File: src/rtl/uart_tx_arbiter.sv
// Round-robin, frame-granular arbiter sharing one 8N1 UART transmitter.
// Define ARB_TIMEOUT_EN to release an owner that idles in LOAD for TIMEOUT_CYC cycles.
module uart_tx_arbiter #(
    parameter int N_REQ       = 4,
    parameter int DATA_W      = 8,
    parameter int TIMEOUT_CYC = 1024,
    localparam int GID_W      = $clog2(N_REQ)
) (
    input  logic                    clk,
    input  logic                    rst,
    input  logic [N_REQ-1:0]        req,
    input  logic [N_REQ*DATA_W-1:0] req_data,
    input  logic [N_REQ-1:0]        req_last,
    output logic [N_REQ-1:0]        req_ack,
    output logic                    tx_start,
    output logic [DATA_W-1:0]       tx_data,
    input  logic                    tx_busy,
    output logic [GID_W-1:0]        grant_id,
    output logic                    active
);

    typedef enum logic [1:0] {
        IDLE,
        LOAD,
        WAIT_HI,
        WAIT_LO
    } state_t;

    state_t            state;
    logic [GID_W-1:0]  rr_ptr;
    logic [GID_W-1:0]  winner;
    logic [GID_W-1:0]  idx;
    logic              found;
    logic              last_q;
    logic              hi_cnt;
    logic [DATA_W-1:0] sel_data;

    if (N_REQ < 2 || N_REQ > 8 || TIMEOUT_CYC < 1) begin : g_bad_cfg
        $error("uart_tx_arbiter: unsupported parameter set");
    end

    // Walk downwards so the nearest index after rr_ptr is the final winner.
    always_comb begin
        winner = rr_ptr;
        found  = 1'b0;
        idx    = '0;
        for (int i = N_REQ; i >= 1; i--) begin
            idx = GID_W'((int'(rr_ptr) + i) % N_REQ);
            if (req[idx]) begin
                winner = idx;
                found  = 1'b1;
            end
        end
    end

    assign sel_data = req_data[int'(grant_id)*DATA_W +: DATA_W];

`ifdef ARB_TIMEOUT_EN
    localparam int TO_W = $clog2(TIMEOUT_CYC + 1);
    logic [TO_W-1:0] to_cnt;
    logic            to_hit;
    assign to_hit = (to_cnt == TO_W'(TIMEOUT_CYC - 1));
`endif

    always_ff @(posedge clk or negedge rst) begin
        if (!rst) begin
            state    <= IDLE;
            rr_ptr   <= GID_W'(N_REQ - 1);
            last_q   <= 1'b0;
            hi_cnt   <= 1'b0;
            req_ack  <= '0;
            tx_start <= 1'b0;
            tx_data  <= '0;
            grant_id <= '0;
            active   <= 1'b0;
`ifdef ARB_TIMEOUT_EN
            to_cnt   <= '0;
`endif
        end else begin
            req_ack  <= '0;
            tx_start <= 1'b0;
`ifdef ARB_TIMEOUT_EN
            if (state != LOAD) to_cnt <= '0;
`endif
            unique case (state)
                IDLE: begin
                    if (found) begin
                        grant_id <= winner;
                        active   <= 1'b1;
                        state    <= LOAD;
                    end
                end
                LOAD: begin
                    if (req[grant_id] && !tx_busy) begin
                        tx_data           <= sel_data;
                        last_q            <= req_last[grant_id];
                        req_ack[grant_id] <= 1'b1;
                        tx_start          <= 1'b1;
                        hi_cnt            <= 1'b0;
                        state             <= WAIT_HI;
                    end
`ifdef ARB_TIMEOUT_EN
                    else if (!req[grant_id]) begin
                        if (to_hit) begin
                            rr_ptr <= grant_id;
                            active <= 1'b0;
                            state  <= IDLE;
                        end else begin
                            to_cnt <= to_cnt + 1'b1;
                        end
                    end
`endif
                end
                WAIT_HI: begin
                    // Give up on a busy pulse after two cycles.
                    if (tx_busy || hi_cnt) state <= WAIT_LO;
                    else hi_cnt <= 1'b1;
                end
                WAIT_LO: begin
                    if (!tx_busy) begin
                        if (last_q) begin
                            rr_ptr <= grant_id;
                            active <= 1'b0;
                            state  <= IDLE;
                        end else begin
                            state <= LOAD;
                        end
                    end
                end
                default: state <= IDLE;
            endcase
        end
    end

endmodule

File: config.mk
export PLATFORM = sky130hd
export DESIGN_NAME = uart_tx_arbiter
export DESIGN_NICKNAME = d
export VERILOG_FILES = /design/src/rtl/uart_tx_arbiter.sv
export SDC_FILE = /design/constraint.sdc
export NUM_CORES = 1
export LEC_CHECK = 0
export ABC_AREA = 1
export CORE_MARGIN = 2
export CORE_UTILIZATION = 43
export CTS_CLUSTER_DIAMETER = 150
export DETAILED_ROUTE_END_ITERATION = 16
export GPL_TIMING_DRIVEN = 0
export PLACE_DENSITY = 0.83
export SLEW_MARGIN = 20
export SYNTH_ARGS = -nofsm -noshare
export SYNTH_HDL_FRONTEND = slang
export SYNTH_SLANG_ARGS = --single-unit
File: constraint.sdc
create_clock -name clk -period 1.8 [get_ports clk]
set_input_delay 0.36 -clock clk [delete_from_list [all_inputs] [get_ports clk]]
set_output_delay 0.36 -clock clk [all_outputs]
set_load 0.02 [all_outputs]
==> flow_summary.ini <==
[yosys]
synth_most_common_cell = nand2_1
yosys.area.top_type_share_pct = 34.8
synthTopCellsByArea = dfrtp_1, nand2_1, nand3_1
synth_area_um2 = 1440
ys_seq_area_share_pct = 38.4
synthCells = 192
synth_area_leader_cell = dfrtp_1
async_flop_share_pct = 100
synth_ff_type = dfrtp_1
synth_seq_cells = 22
synth_edf_count = 0
synth_nets = 240
ys_types = 24
ys_warn_count = 0
syn_area_per_cell_um2 = 7.49
synthTopCellsByCount = nand2_1, nand3_1, dfrtp_1

[finish]
final_core_util_pct = 64.9
antennaDiodeCount = 0
drive_gt1_share_pct = 15.4
nets = 303
fin_cells = 300
syn2layout_area_growth_pct = 48.1
finalInstanceArea_um2 = 2130

[drt]
vias_per_cell = 5.01
antenna_left = 0
drc_errors = 0
drt_iter0_markers = 40
num_vias = 1504
routedWlPerCell_um = 12.2
routed_wl_um = 3660
drt_pass1_iterations = 4

[grt]
grt_usage_pct = 19.4
grt_start_max_net_pins = 23
grt_pass1_vias = 1280
antenna_found_initial = 0
overflow = 0
grt_pass1_wl_um = 5550

[floorplanning]
dieWidth_um = 61.8
initial_utilization_pct = 43.8
ioPinCount = 59
rows = 21
core_area_um2 = 3280
fp.dieH_um = 61.8
dieArea_um2 = 3820

[clocking]
clkTransAtPathRegs_ps = 140
clock_path_buffers = 2
h-tree-depth = 1
clk_latency_ps = 310
cts_root_buffer = clkbuf_4
clock-sinks = 22
cts_tree = done
cts_buffers = 3

[worst_setup_path]
path_class = register to output pin
worstPathCellList = clkdlybuf4s50_1
cp_max_fo = 2
cp-end-kind = output pin
crit_buf_inv = 1
startpoint_type = register
max_stage_delay_ps = 610
cp.required_ps = 1440
cp_slowest_cell = clkdlybuf4s50_1
crit_family = buffers and inverters
arrival_ps = 1310

[timing]
rsz0062_at_grt = no
slew_headroom_pct = 62.1
setup_viol = 0
min_period_ps = 1670
fin_ws_ps = 131
skew_ps = 6.93
hold_violations = 20
worst_pin_slew_ps = 569
setup_tns_ps = 0
fin_crit_sh_pct = 92.7
finalMaxSlewViolations = 0
holdWs_ps = -16.1
fmax_ghz = 0.599

[placed_design]
placed_area_um2 = 2080
dp.cells = 296
gp_congestion = 0.916
pre_cts_slack_ps = 75.1
portBuffers = 58
hpwl_um = 2870

[power]
p_per_area_nw_per_um2 = 1490
totalPowerFinal_mw = 3.18
ir_drop_mv = 0.568
leakagePower_nw = 0.995

[run_status]
outcome = finished with violations
violations = negative hold slack

[run]
drv_cap = 0

[min_path]
hold_class = input pin to asynchronous set/reset pin
-- worst paths after layout --
path                       slack (ps)  depth (start not counted)           to        start
max in group asynchronous        1450                          1  grant_id[1]          rst
min reg2reg                       490                          2       hi_cnt       hi_cnt
min                               -20                          1   req_ack[2]          rst
max                               130                          1       active       active
max reg2reg                       130                         10   tx_data[6]  grant_id[0]
min in group clk                  490                          2       hi_cnt       hi_cnt
-- report_power, final --
group,switching [mW],internal [mW],leakage (nW)
sequential,0.151,0.698,0.275
clock,0.161,0.225,0.0279
combinational,1.16,0.786,0.693
total,1.47,1.71,0.995
-- cell families after synthesis --
family                     Yosys count  share of synthesized area (%)
adders and majority gates            5                           4.35
and+or+nand+nor                    112                           36.7
DFF                                 22                           38.4
buffers and inverters               25                           7.91
AOI/OAI and AO/OA                   27                           12.0
xor gates and xnor gates             1                          0.609
-- sequential cells by signal, indices dropped and copies added (netlist names) --
signal and count:
hi_cnt 1, rr_ptr 2, active 1, last_q 1, tx_data 8, grant_id 2, tx_start 1, req_ack 4
state 2
-- layout by cell type (no fill, tap or decap), drive strengths merged --
master         synthesis  layout
clkdlybuf4s50          0      56
nand2                 65      65
dlymetal6s2s           0       1
a211oi                 1       1
bufinv                 0       1
o21ai                 14      14
clkbuf                 0       3
nand4                  2       2
o22ai                  1       1
xor2                   1       1
dfstp                  2       2
ha                     5       5
dfrtp                 20      20
buf                    6       7
nand3                 27      27
a21oi                 11      11
inv                   19      19
nor2                  16      16
nor3                   2       2
-- metal layers --
metal  GRT usage [%]  part of all wire (%)
met1            24.7                    44
met2            34.6                    48
met3            2.90                   7.2
met4            4.26                  0.82
met5               0                     0
-- worst register-to-register path, delay by kind of cell, from the launching register on --
kind                   cells  cell delay, ps
buffers and inverters      3             400
AO/OA/AOI/OAI              1              50
flip-flops                 1             400
AND/OR/NAND/NOR            6             710
-- cell type report --
type / instances / area (µm²)
clock inverter: 1 / 30.0
clock buffer: 3 / 22.5
sequential: 22 / 554
buffer: 6 / 42.5
inverter: 19 / 73.8
timing repair buffer: 58 / 578
fill: 288 / 1150
multi-input combinational: 145 / 772
tap: 46 / 57.6
-- timing repair --
| action | in CTS | in global routing |
|---|---|---|
| pin swaps | 0 | 1 |
| gates resized for setup | 1 | 2 |
| gates cloned | 0 | 0 |
| buffers inserted | 0 | 0 |
| setup endpoints to repair | 1 | 4 |
| hold buffers | 0 | 0 |
Power figures use the tool's default switching activity.
